==> src/rtl/id_ex_stage_pkg.sv <==
// Shared decode constants for the ID/EX stage: RV32 opcodes and immediate formats.
package id_ex_stage_pkg;

    localparam logic [6:0] OPC_LUI    = 7'b0110111;
    localparam logic [6:0] OPC_AUIPC  = 7'b0010111;
    localparam logic [6:0] OPC_JAL    = 7'b1101111;
    localparam logic [6:0] OPC_JALR   = 7'b1100111;
    localparam logic [6:0] OPC_BRANCH = 7'b1100011;
    localparam logic [6:0] OPC_LOAD   = 7'b0000011;
    localparam logic [6:0] OPC_STORE  = 7'b0100011;
    localparam logic [6:0] OPC_OP_IMM = 7'b0010011;
    localparam logic [6:0] OPC_OP     = 7'b0110011;

    typedef enum logic [2:0] {ImmI, ImmS, ImmB, ImmU, ImmJ, ImmNone} imm_fmt_e;

    function automatic imm_fmt_e imm_fmt(input logic [6:0] opcode);
        imm_fmt_e fmt;
        case (opcode)
            OPC_LUI, OPC_AUIPC:            fmt = ImmU;
            OPC_JAL:                       fmt = ImmJ;
            OPC_JALR, OPC_LOAD, OPC_OP_IMM: fmt = ImmI;
            OPC_STORE:                     fmt = ImmS;
            OPC_BRANCH:                    fmt = ImmB;
            default:                       fmt = ImmNone;
        endcase
        return fmt;
    endfunction

endpackage

==> src/rtl/id_ex_stage_if.sv <==
// ID/EX pipeline-register bus: registered slot from ID plus EX back-pressure and flush.
interface id_ex_stage_if #(
    parameter int unsigned DATA_W = 32
) ();
    logic              ex_stall;
    logic              flush;
    logic              ex_valid;
    logic [DATA_W-1:0] ex_pc;
    logic [31:0]       ex_instr;
    logic [DATA_W-1:0] ex_rs1_data;
    logic [DATA_W-1:0] ex_rs2_data;
    logic [DATA_W-1:0] ex_imm;
    logic [4:0]        ex_rd;
    logic              ex_pred_taken;

    modport master (
        input  ex_stall, flush,
        output ex_valid, ex_pc, ex_instr, ex_rs1_data, ex_rs2_data, ex_imm, ex_rd, ex_pred_taken
    );

    modport slave (
        output ex_stall, flush,
        input  ex_valid, ex_pc, ex_instr, ex_rs1_data, ex_rs2_data, ex_imm, ex_rd, ex_pred_taken
    );
endinterface

==> src/rtl/id_ex_stage_imm_gen.sv <==
// Combinational immediate generator: I/S/B/U/J formats sign-extended from instr[31].
module id_ex_stage_imm_gen
    import id_ex_stage_pkg::*;
#(
    parameter int unsigned DATA_W = 32
) (
    input  logic [31:0]       instr,
    output logic [DATA_W-1:0] imm
);
    logic [31:0] imm32;

    always_comb begin
        imm32 = '0;
        case (imm_fmt(instr[6:0]))
            ImmI:    imm32 = {{20{instr[31]}}, instr[31:20]};
            ImmS:    imm32 = {{20{instr[31]}}, instr[31:25], instr[11:7]};
            ImmB:    imm32 = {{19{instr[31]}}, instr[31], instr[7], instr[30:25],
                              instr[11:8], 1'b0};
            ImmU:    imm32 = {instr[31:12], 12'b0};
            ImmJ:    imm32 = {{11{instr[31]}}, instr[31], instr[19:12], instr[20],
                              instr[30:21], 1'b0};
            default: imm32 = '0;
        endcase
    end

    assign imm = DATA_W'($signed(imm32));
endmodule

==> src/rtl/id_ex_stage.sv <==
// Decode stage: rf read ports, load-use / EX-stall / flush control and the ID/EX register.
// Define ID_EX_PERF_CNT_EN to add the o_bubble_cnt / o_flush_cnt performance counters.
module id_ex_stage
    import id_ex_stage_pkg::*;
#(
    parameter int unsigned DATA_W         = 32,
    parameter bit          LOAD_USE_STALL = 1'b1
) (
    input  logic              i_clk,
    input  logic              i_rst,
    input  logic              i_valid,
    input  logic [DATA_W-1:0] i_pc,
    input  logic [31:0]       i_instr,
    input  logic              i_pred_taken,
    output logic [4:0]        o_rs1_raddr,
    output logic [4:0]        o_rs2_raddr,
    output logic              o_rf_valid,
    input  logic [DATA_W-1:0] i_rs1_rdata,
    input  logic [DATA_W-1:0] i_rs2_rdata,
    input  logic              i_wb_wen,
    input  logic [4:0]        i_wb_waddr,
    input  logic [DATA_W-1:0] i_wb_wdata,
    output logic              o_id_stall,
    id_ex_stage_if.master     ex_bus
`ifdef ID_EX_PERF_CNT_EN
    ,
    output logic [31:0]       o_bubble_cnt,
    output logic [31:0]       o_flush_cnt
`endif
);
    logic [6:0]        opcode;
    logic              uses_rs1, uses_rs2, has_rd, load_use;
    logic              snoop_rs1, snoop_rs2;
    logic [DATA_W-1:0] imm;

    logic              valid_q, pred_q;
    logic [DATA_W-1:0] pc_q, rs1_q, rs2_q, imm_q;
    logic [31:0]       instr_q;
    logic [4:0]        rd_q;

    assign opcode      = i_instr[6:0];
    assign o_rs1_raddr = i_instr[19:15];
    assign o_rs2_raddr = i_instr[24:20];
    assign o_rf_valid  = i_valid;

    assign uses_rs1 = !(opcode == OPC_LUI || opcode == OPC_AUIPC || opcode == OPC_JAL);
    assign uses_rs2 = (opcode == OPC_OP) || (opcode == OPC_STORE) || (opcode == OPC_BRANCH);
    assign has_rd   = !(opcode == OPC_STORE || opcode == OPC_BRANCH);

    // Bubble exactly once: after the bubble the EX slot is invalid, so the hazard clears.
    assign load_use = LOAD_USE_STALL && valid_q && (instr_q[6:0] == OPC_LOAD) && (rd_q != 5'd0)
                      && i_valid && ((uses_rs1 && o_rs1_raddr == rd_q) ||
                                     (uses_rs2 && o_rs2_raddr == rd_q));

    assign o_id_stall = i_valid && (ex_bus.ex_stall || load_use) && !ex_bus.flush;

    // Operands held under EX stall must still see writebacks that land meanwhile.
    assign snoop_rs1 = i_wb_wen && (i_wb_waddr != 5'd0) && (i_wb_waddr == instr_q[19:15]);
    assign snoop_rs2 = i_wb_wen && (i_wb_waddr != 5'd0) && (i_wb_waddr == instr_q[24:20]);

    id_ex_stage_imm_gen #(
        .DATA_W (DATA_W)
    ) u_imm_gen (
        .instr (i_instr),
        .imm   (imm)
    );

    always_ff @(posedge i_clk) begin
        if (i_rst) begin
            valid_q <= 1'b0;
            pc_q    <= '0;
            instr_q <= '0;
            rs1_q   <= '0;
            rs2_q   <= '0;
            imm_q   <= '0;
            rd_q    <= '0;
            pred_q  <= 1'b0;
        end else if (ex_bus.flush) begin
            valid_q <= 1'b0;
        end else if (ex_bus.ex_stall) begin
            if (snoop_rs1) rs1_q <= i_wb_wdata;
            if (snoop_rs2) rs2_q <= i_wb_wdata;
        end else if (load_use) begin
            valid_q <= 1'b0;
        end else begin
            valid_q <= i_valid;
            pc_q    <= i_pc;
            instr_q <= i_instr;
            rs1_q   <= i_rs1_rdata;
            rs2_q   <= i_rs2_rdata;
            imm_q   <= imm;
            rd_q    <= has_rd ? i_instr[11:7] : 5'd0;
            pred_q  <= i_pred_taken;
        end
    end

    assign ex_bus.ex_valid      = valid_q;
    assign ex_bus.ex_pc         = pc_q;
    assign ex_bus.ex_instr      = instr_q;
    assign ex_bus.ex_rs1_data   = rs1_q;
    assign ex_bus.ex_rs2_data   = rs2_q;
    assign ex_bus.ex_imm        = imm_q;
    assign ex_bus.ex_rd         = rd_q;
    assign ex_bus.ex_pred_taken = pred_q;

`ifdef ID_EX_PERF_CNT_EN
    logic [31:0] bubble_cnt_q, flush_cnt_q;

    always_ff @(posedge i_clk) begin
        if (i_rst) begin
            bubble_cnt_q <= '0;
            flush_cnt_q  <= '0;
        end else begin
            if (!ex_bus.flush && !ex_bus.ex_stall && load_use) bubble_cnt_q <= bubble_cnt_q + 32'd1;
            if (ex_bus.flush && valid_q) flush_cnt_q <= flush_cnt_q + 32'd1;
        end
    end

    assign o_bubble_cnt = bubble_cnt_q;
    assign o_flush_cnt  = flush_cnt_q;
`endif
endmodule

==> src/flat_wrapper.sv <==
// flat-port wrapper written by rule: the top's interface ports become plain ports
module id_ex_stage_flat import id_ex_stage_pkg::*;
#(
    parameter int unsigned DATA_W         = 32,
    parameter bit          LOAD_USE_STALL = 1'b1
)
  (i_clk, i_rst, i_valid, i_pc, i_instr, i_pred_taken, o_rs1_raddr, o_rs2_raddr, o_rf_valid, i_rs1_rdata, i_rs2_rdata, i_wb_wen, i_wb_waddr, i_wb_wdata, o_id_stall, ex_bus_ex_stall, ex_bus_flush, ex_bus_ex_valid, ex_bus_ex_pc, ex_bus_ex_instr, ex_bus_ex_rs1_data, ex_bus_ex_rs2_data, ex_bus_ex_imm, ex_bus_ex_rd, ex_bus_ex_pred_taken);
  id_ex_stage_if #(.DATA_W(DATA_W)) ex_bus_i ();
  input  logic i_clk;
  input  logic i_rst;
  input  logic i_valid;
  input  logic [DATA_W-1:0] i_pc;
  input  logic [31:0] i_instr;
  input  logic i_pred_taken;
  output logic [4:0] o_rs1_raddr;
  output logic [4:0] o_rs2_raddr;
  output logic o_rf_valid;
  input  logic [DATA_W-1:0] i_rs1_rdata;
  input  logic [DATA_W-1:0] i_rs2_rdata;
  input  logic i_wb_wen;
  input  logic [4:0] i_wb_waddr;
  input  logic [DATA_W-1:0] i_wb_wdata;
  output logic o_id_stall;
  input wire logic [$bits(ex_bus_i.ex_stall)-1:0] ex_bus_ex_stall;
  input wire logic [$bits(ex_bus_i.flush)-1:0] ex_bus_flush;
  output wire logic [$bits(ex_bus_i.ex_valid)-1:0] ex_bus_ex_valid;
  output wire logic [$bits(ex_bus_i.ex_pc)-1:0] ex_bus_ex_pc;
  output wire logic [$bits(ex_bus_i.ex_instr)-1:0] ex_bus_ex_instr;
  output wire logic [$bits(ex_bus_i.ex_rs1_data)-1:0] ex_bus_ex_rs1_data;
  output wire logic [$bits(ex_bus_i.ex_rs2_data)-1:0] ex_bus_ex_rs2_data;
  output wire logic [$bits(ex_bus_i.ex_imm)-1:0] ex_bus_ex_imm;
  output wire logic [$bits(ex_bus_i.ex_rd)-1:0] ex_bus_ex_rd;
  output wire logic [$bits(ex_bus_i.ex_pred_taken)-1:0] ex_bus_ex_pred_taken;
  assign ex_bus_i.ex_stall = ex_bus_ex_stall;
  assign ex_bus_i.flush = ex_bus_flush;
  assign ex_bus_ex_valid = ex_bus_i.ex_valid;
  assign ex_bus_ex_pc = ex_bus_i.ex_pc;
  assign ex_bus_ex_instr = ex_bus_i.ex_instr;
  assign ex_bus_ex_rs1_data = ex_bus_i.ex_rs1_data;
  assign ex_bus_ex_rs2_data = ex_bus_i.ex_rs2_data;
  assign ex_bus_ex_imm = ex_bus_i.ex_imm;
  assign ex_bus_ex_rd = ex_bus_i.ex_rd;
  assign ex_bus_ex_pred_taken = ex_bus_i.ex_pred_taken;
  id_ex_stage #(.DATA_W(DATA_W), .LOAD_USE_STALL(LOAD_USE_STALL)) u_core (.i_clk(i_clk), .i_rst(i_rst), .i_valid(i_valid), .i_pc(i_pc), .i_instr(i_instr), .i_pred_taken(i_pred_taken), .o_rs1_raddr(o_rs1_raddr), .o_rs2_raddr(o_rs2_raddr), .o_rf_valid(o_rf_valid), .i_rs1_rdata(i_rs1_rdata), .i_rs2_rdata(i_rs2_rdata), .i_wb_wen(i_wb_wen), .i_wb_waddr(i_wb_waddr), .i_wb_wdata(i_wb_wdata), .o_id_stall(o_id_stall), .ex_bus(ex_bus_i));
endmodule
==> config.mk <==
export PLATFORM = sky130hd
export DESIGN_NAME = id_ex_stage_flat
export DESIGN_NICKNAME = d
export VERILOG_FILES = /design/src/rtl/id_ex_stage_pkg.sv /design/src/rtl/id_ex_stage_if.sv /design/src/rtl/id_ex_stage_imm_gen.sv /design/src/rtl/id_ex_stage.sv /design/src/flat_wrapper.sv
export SDC_FILE = /design/constraint.sdc
export NUM_CORES = 1
export LEC_CHECK = 0
export BUFFER_PORTS_ARGS = -buffer_cell sky130_fd_sc_hd__buf_4
export CELL_PAD_IN_SITES_DETAIL_PLACEMENT = 0
export CELL_PAD_IN_SITES_GLOBAL_PLACEMENT = 1
export CORE_UTILIZATION = 26
export CTS_CLUSTER_SIZE = 24
export DETAILED_ROUTE_END_ITERATION = 6
export PLACE_DENSITY = 0.61
export SLEW_MARGIN = 20
export SYNTH_ARGS = -nofsm -noshare
export SYNTH_HDL_FRONTEND = slang
export SYNTH_SLANG_ARGS = --single-unit
==> constraint.sdc <==
create_clock -name i_clk -period 2.6 [get_ports i_clk]
set_input_delay 0.39 -clock i_clk [delete_from_list [all_inputs] [get_ports i_clk]]
set_output_delay 0.39 -clock i_clk [all_outputs]
set_load 0.02 [all_outputs]
==> flow_metrics.env <==
export IMPL_p_comb_frac=0.195
export IMPL_grt_pass1_wl_mm=44.6
export IMPL_grtUsageTotal=0.198
export IMPL_synth_nets=1020
export IMPL_placed_area_mm2=0.0104
export IMPL_dpl_hpwl_mm=21.2
export IMPL_antenna_found_initial=0
export IMPL_hold_violations=0
export IMPL_status="finished clean"
export IMPL_fin_ws_ns=0.0172
export IMPL_fin_setup_tns_ns=0
export IMPL_max_freq_mhz=387
export IMPL_internal_power_mw=4.66
export IMPL_numCtsBuffers=17
export IMPL_p_clk_frac=0.391
export IMPL_firstDrtPassIters=5
export IMPL_drv_slew=0
export IMPL_cts_tree="yes"
export IMPL_cp_end_kind="primary output"
export IMPL_setup_violations=0
export IMPL_area_growth_pct=47.4
export IMPL_coreArea_mm2=0.0281
export IMPL_cts_buffer_depth=2
export IMPL_worst_pin_slew_ns=0.869
export IMPL_clk_pin_slew_ns=0.08
export IMPL_synth_area_mm2=0.00751
export IMPL_pin_count=351
export IMPL_whs_ns=0.199
export IMPL_root_buffer="clkbuf_16"
export IMPL_period_share=0.993
export IMPL_p_total_mw=6.71
export IMPL_critPathKind="flop to primary output"
export IMPL_wirelength_mm=30.2
export IMPL_final_common_cell="buf_4"
export IMPL_clock_skew_ns=0.0258
export IMPL_leakagePower_nw=4.71
export IMPL_stdcell_area_mm2=0.0111
export IMPL_critPathMaxFanout=3
export IMPL_wire_per_inst_um=19.6
export IMPL_hold_buffers=0
export IMPL_yosysSeqAreaShare=0.445
export IMPL_worstSetupStartpointType="flop"
export IMPL_async_flop_share=0
export IMPL_die_w_um=172
export IMPL_clkLatencyLatePin_ns=0.44
export IMPL_die_y_um=172
export IMPL_final_cells=1539
export IMPL_layout_common_cells="buf_4, dfxtp_1, a21oi_1"
export IMPL_ir_drop_mv=0.325
export IMPL_cp_required_ns=2.21
export IMPL_arrival_ns=2.19
export IMPL_power_switching_mw=2.05
export IMPL_maxCapViolCount=0
export IMPL_p_seq_frac=0.414
export IMPL_clkSinkCount=167
export IMPL_dp_cells=1504
export IMPL_drcViolationCount=0
export IMPL_crit_slowest_cell="or4_4"
export IMPL_gp_congestion=0.768
export IMPL_n_antenna_cell=0
export IMPL_nNetsFinal=1320
export IMPL_pwr_density_cell_mw_per_mm2=606
export IMPL_cp_cell_sequence="or4_4, nor2_4, nor4b_4, a211o_2, and3_4, buf_6"
export IMPL_design_die_area_mm2=0.0296
export IMPL_grt_overflow_total=0
export IMPL_start_util=0.267
export IMPL_synth_flop_cell="dfxtp_1"
export IMPL_htreeDepth=4
export IMPL_rsz0062_at_grt="yes"
export IMPL_p_sw_frac=0.306
export IMPL_synth_avg_cell_area_um2=8.85
export IMPL_postSynthCellCount=848
export IMPL_io_buffers=350
export IMPL_ant_nets=0
export IMPL_vias=7562
export IMPL_postLayoutCoreUtil=0.394
export IMPL_rows=61
export IMPL_min_path_type="primary input to flop"
export IMPL_drt_initial_drc_count=412
export IMPL_synthDistinctLibCells=54
export IMPL_ys_ff_latch=167
export IMPL_synth_edf_count=0
export IMPL_pre_cts_ws_ns=0.155
export IMPL_grt_max_degree=98
export IMPL_maxSlewHeadroom=0.419
export IMPL_slowest_delay_ns=0.53
export IMPL_grt_pass1_vias=7296
export IMPL_drive_gt1_frac=0.379
export IMPL_via_per_inst=4.91
export IMPL_min_period_ns=2.58
export IMPL_yosysWarnings=0
registers in the layout, summed over array words and instances, names as in the netlist:
register	cells
u_core.ex_bus.ex_pred_taken	1
u_core.ex_bus.ex_rd	5
u_core.ex_bus.ex_pc	32
u_core.ex_bus.ex_valid	1
u_core.ex_bus.ex_instr	32
u_core.ex_bus.ex_rs2_data	32
u_core.ex_bus.ex_imm	32
u_core.ex_bus.ex_rs1_data	32
cell usage after synthesis (all sizes together) (2+ instances only):
master	instances	area, um2
dfxtp	167	3340
a21oi	109	549
o21ai	91	455
clkbuf	63	238
nand3	57	285
o31ai	43	323
nor2	39	154
buf	35	258
nor2b	34	213
a221oi	32	280
mux2i	32	320
o2bb2ai	26	228
nand2	20	77.6
nor3	17	90.1
xnor2	14	123
o211ai	12	90.1
a31o	11	96.3
a22oi	6	45.0
xor2	6	52.6
nand4	5	46.3
inv	3	11.3
a211oi	2	27.5
and2	2	12.5
and3	2	12.5
nor4b	2	23.8
or4	2	18.8
routing by layer:
layer  wire length (um)  vias up  GRT usage
met1              13200     3568      0.252
li1                   -     3726          -
met2              14400      240      0.323
met3               2180       28     0.0572
met5                  0        -          0
met4                503        0     0.0593
final cells by class:
class                      instances  area, um2
fill                            2911      17000
clock inverter                    15        176
timing repair buffer             379       2950
sequential                       167       3340
clock buffer                      17        425
tap                              378        473
inverter                           4       15.0
multi-input combinational        579       3680
power by group through the flow:
stage | clock (mW) | combinational (mW) | sequential (mW)
2_1_floorplan | 0 | 0.489 | 3.00
3_5_place_dp | 0 | 1.31 | 2.83
5_1_grt | 2.80 | 1.41 | 2.79
4_1_cts | 2.70 | 1.32 | 2.78
6_report | 2.63 | 1.31 | 2.78
3_3_place_gp | 0 | 1.31 | 2.83
logic make-up after synthesis:
logic type | Yosys count | synth area share
AO/OA/AOI/OAI | 338 | 0.286
AND/OR/NAND/NOR | 189 | 0.135
XOR/XNOR | 20 | 0.0233
buffers and inverters | 102 | 0.0680
flip-flops | 167 | 0.445
multiplexers | 32 | 0.0427
timing repair:
| action | in CTS | in global routing |
|---|---|---|
| pin swaps | 7 | 1 |
| endpoints found under the setup margin | 1 | 49 |
| cloned | 0 | 0 |
| gates resized for setup | 5 | 1 |
| buffers inserted | 2 | 1 |
| endpoints found under the hold margin | 0 | 0 |
critical path, delay by kind of cell (launching register included):
| family | cells | cell delay, ns |
|---|---|---|
| and+or+nand+nor | 4 | 0.93 |
| DFF | 1 | 0.32 |
| buffers and inverters | 1 | 0.13 |
| AOI/OAI and AO/OA | 1 | 0.38 |
final timing paths:
path                            cells past startpoint                                   from  slack (ns)                                    end
worst max-delay path                                6    u_core.ex_bus.ex_rd[0]$_SDFFE_PP0P_        0.02                             o_id_stall
worst min-delay path                                3                                i_pc[7]        0.20    u_core.ex_bus.ex_pc[7]$_SDFFE_PP0P_
worst max register to register                      7    u_core.ex_bus.ex_rd[0]$_SDFFE_PP0P_        0.06    u_core.ex_bus.ex_rd[2]$_SDFFE_PP0P_
worst min register to register                      1  u_core.ex_bus.ex_imm[12]$_SDFFE_PP0P_        0.47  u_core.ex_bus.ex_imm[12]$_SDFFE_PP0P_
Power figures use the tool's default switching activity.
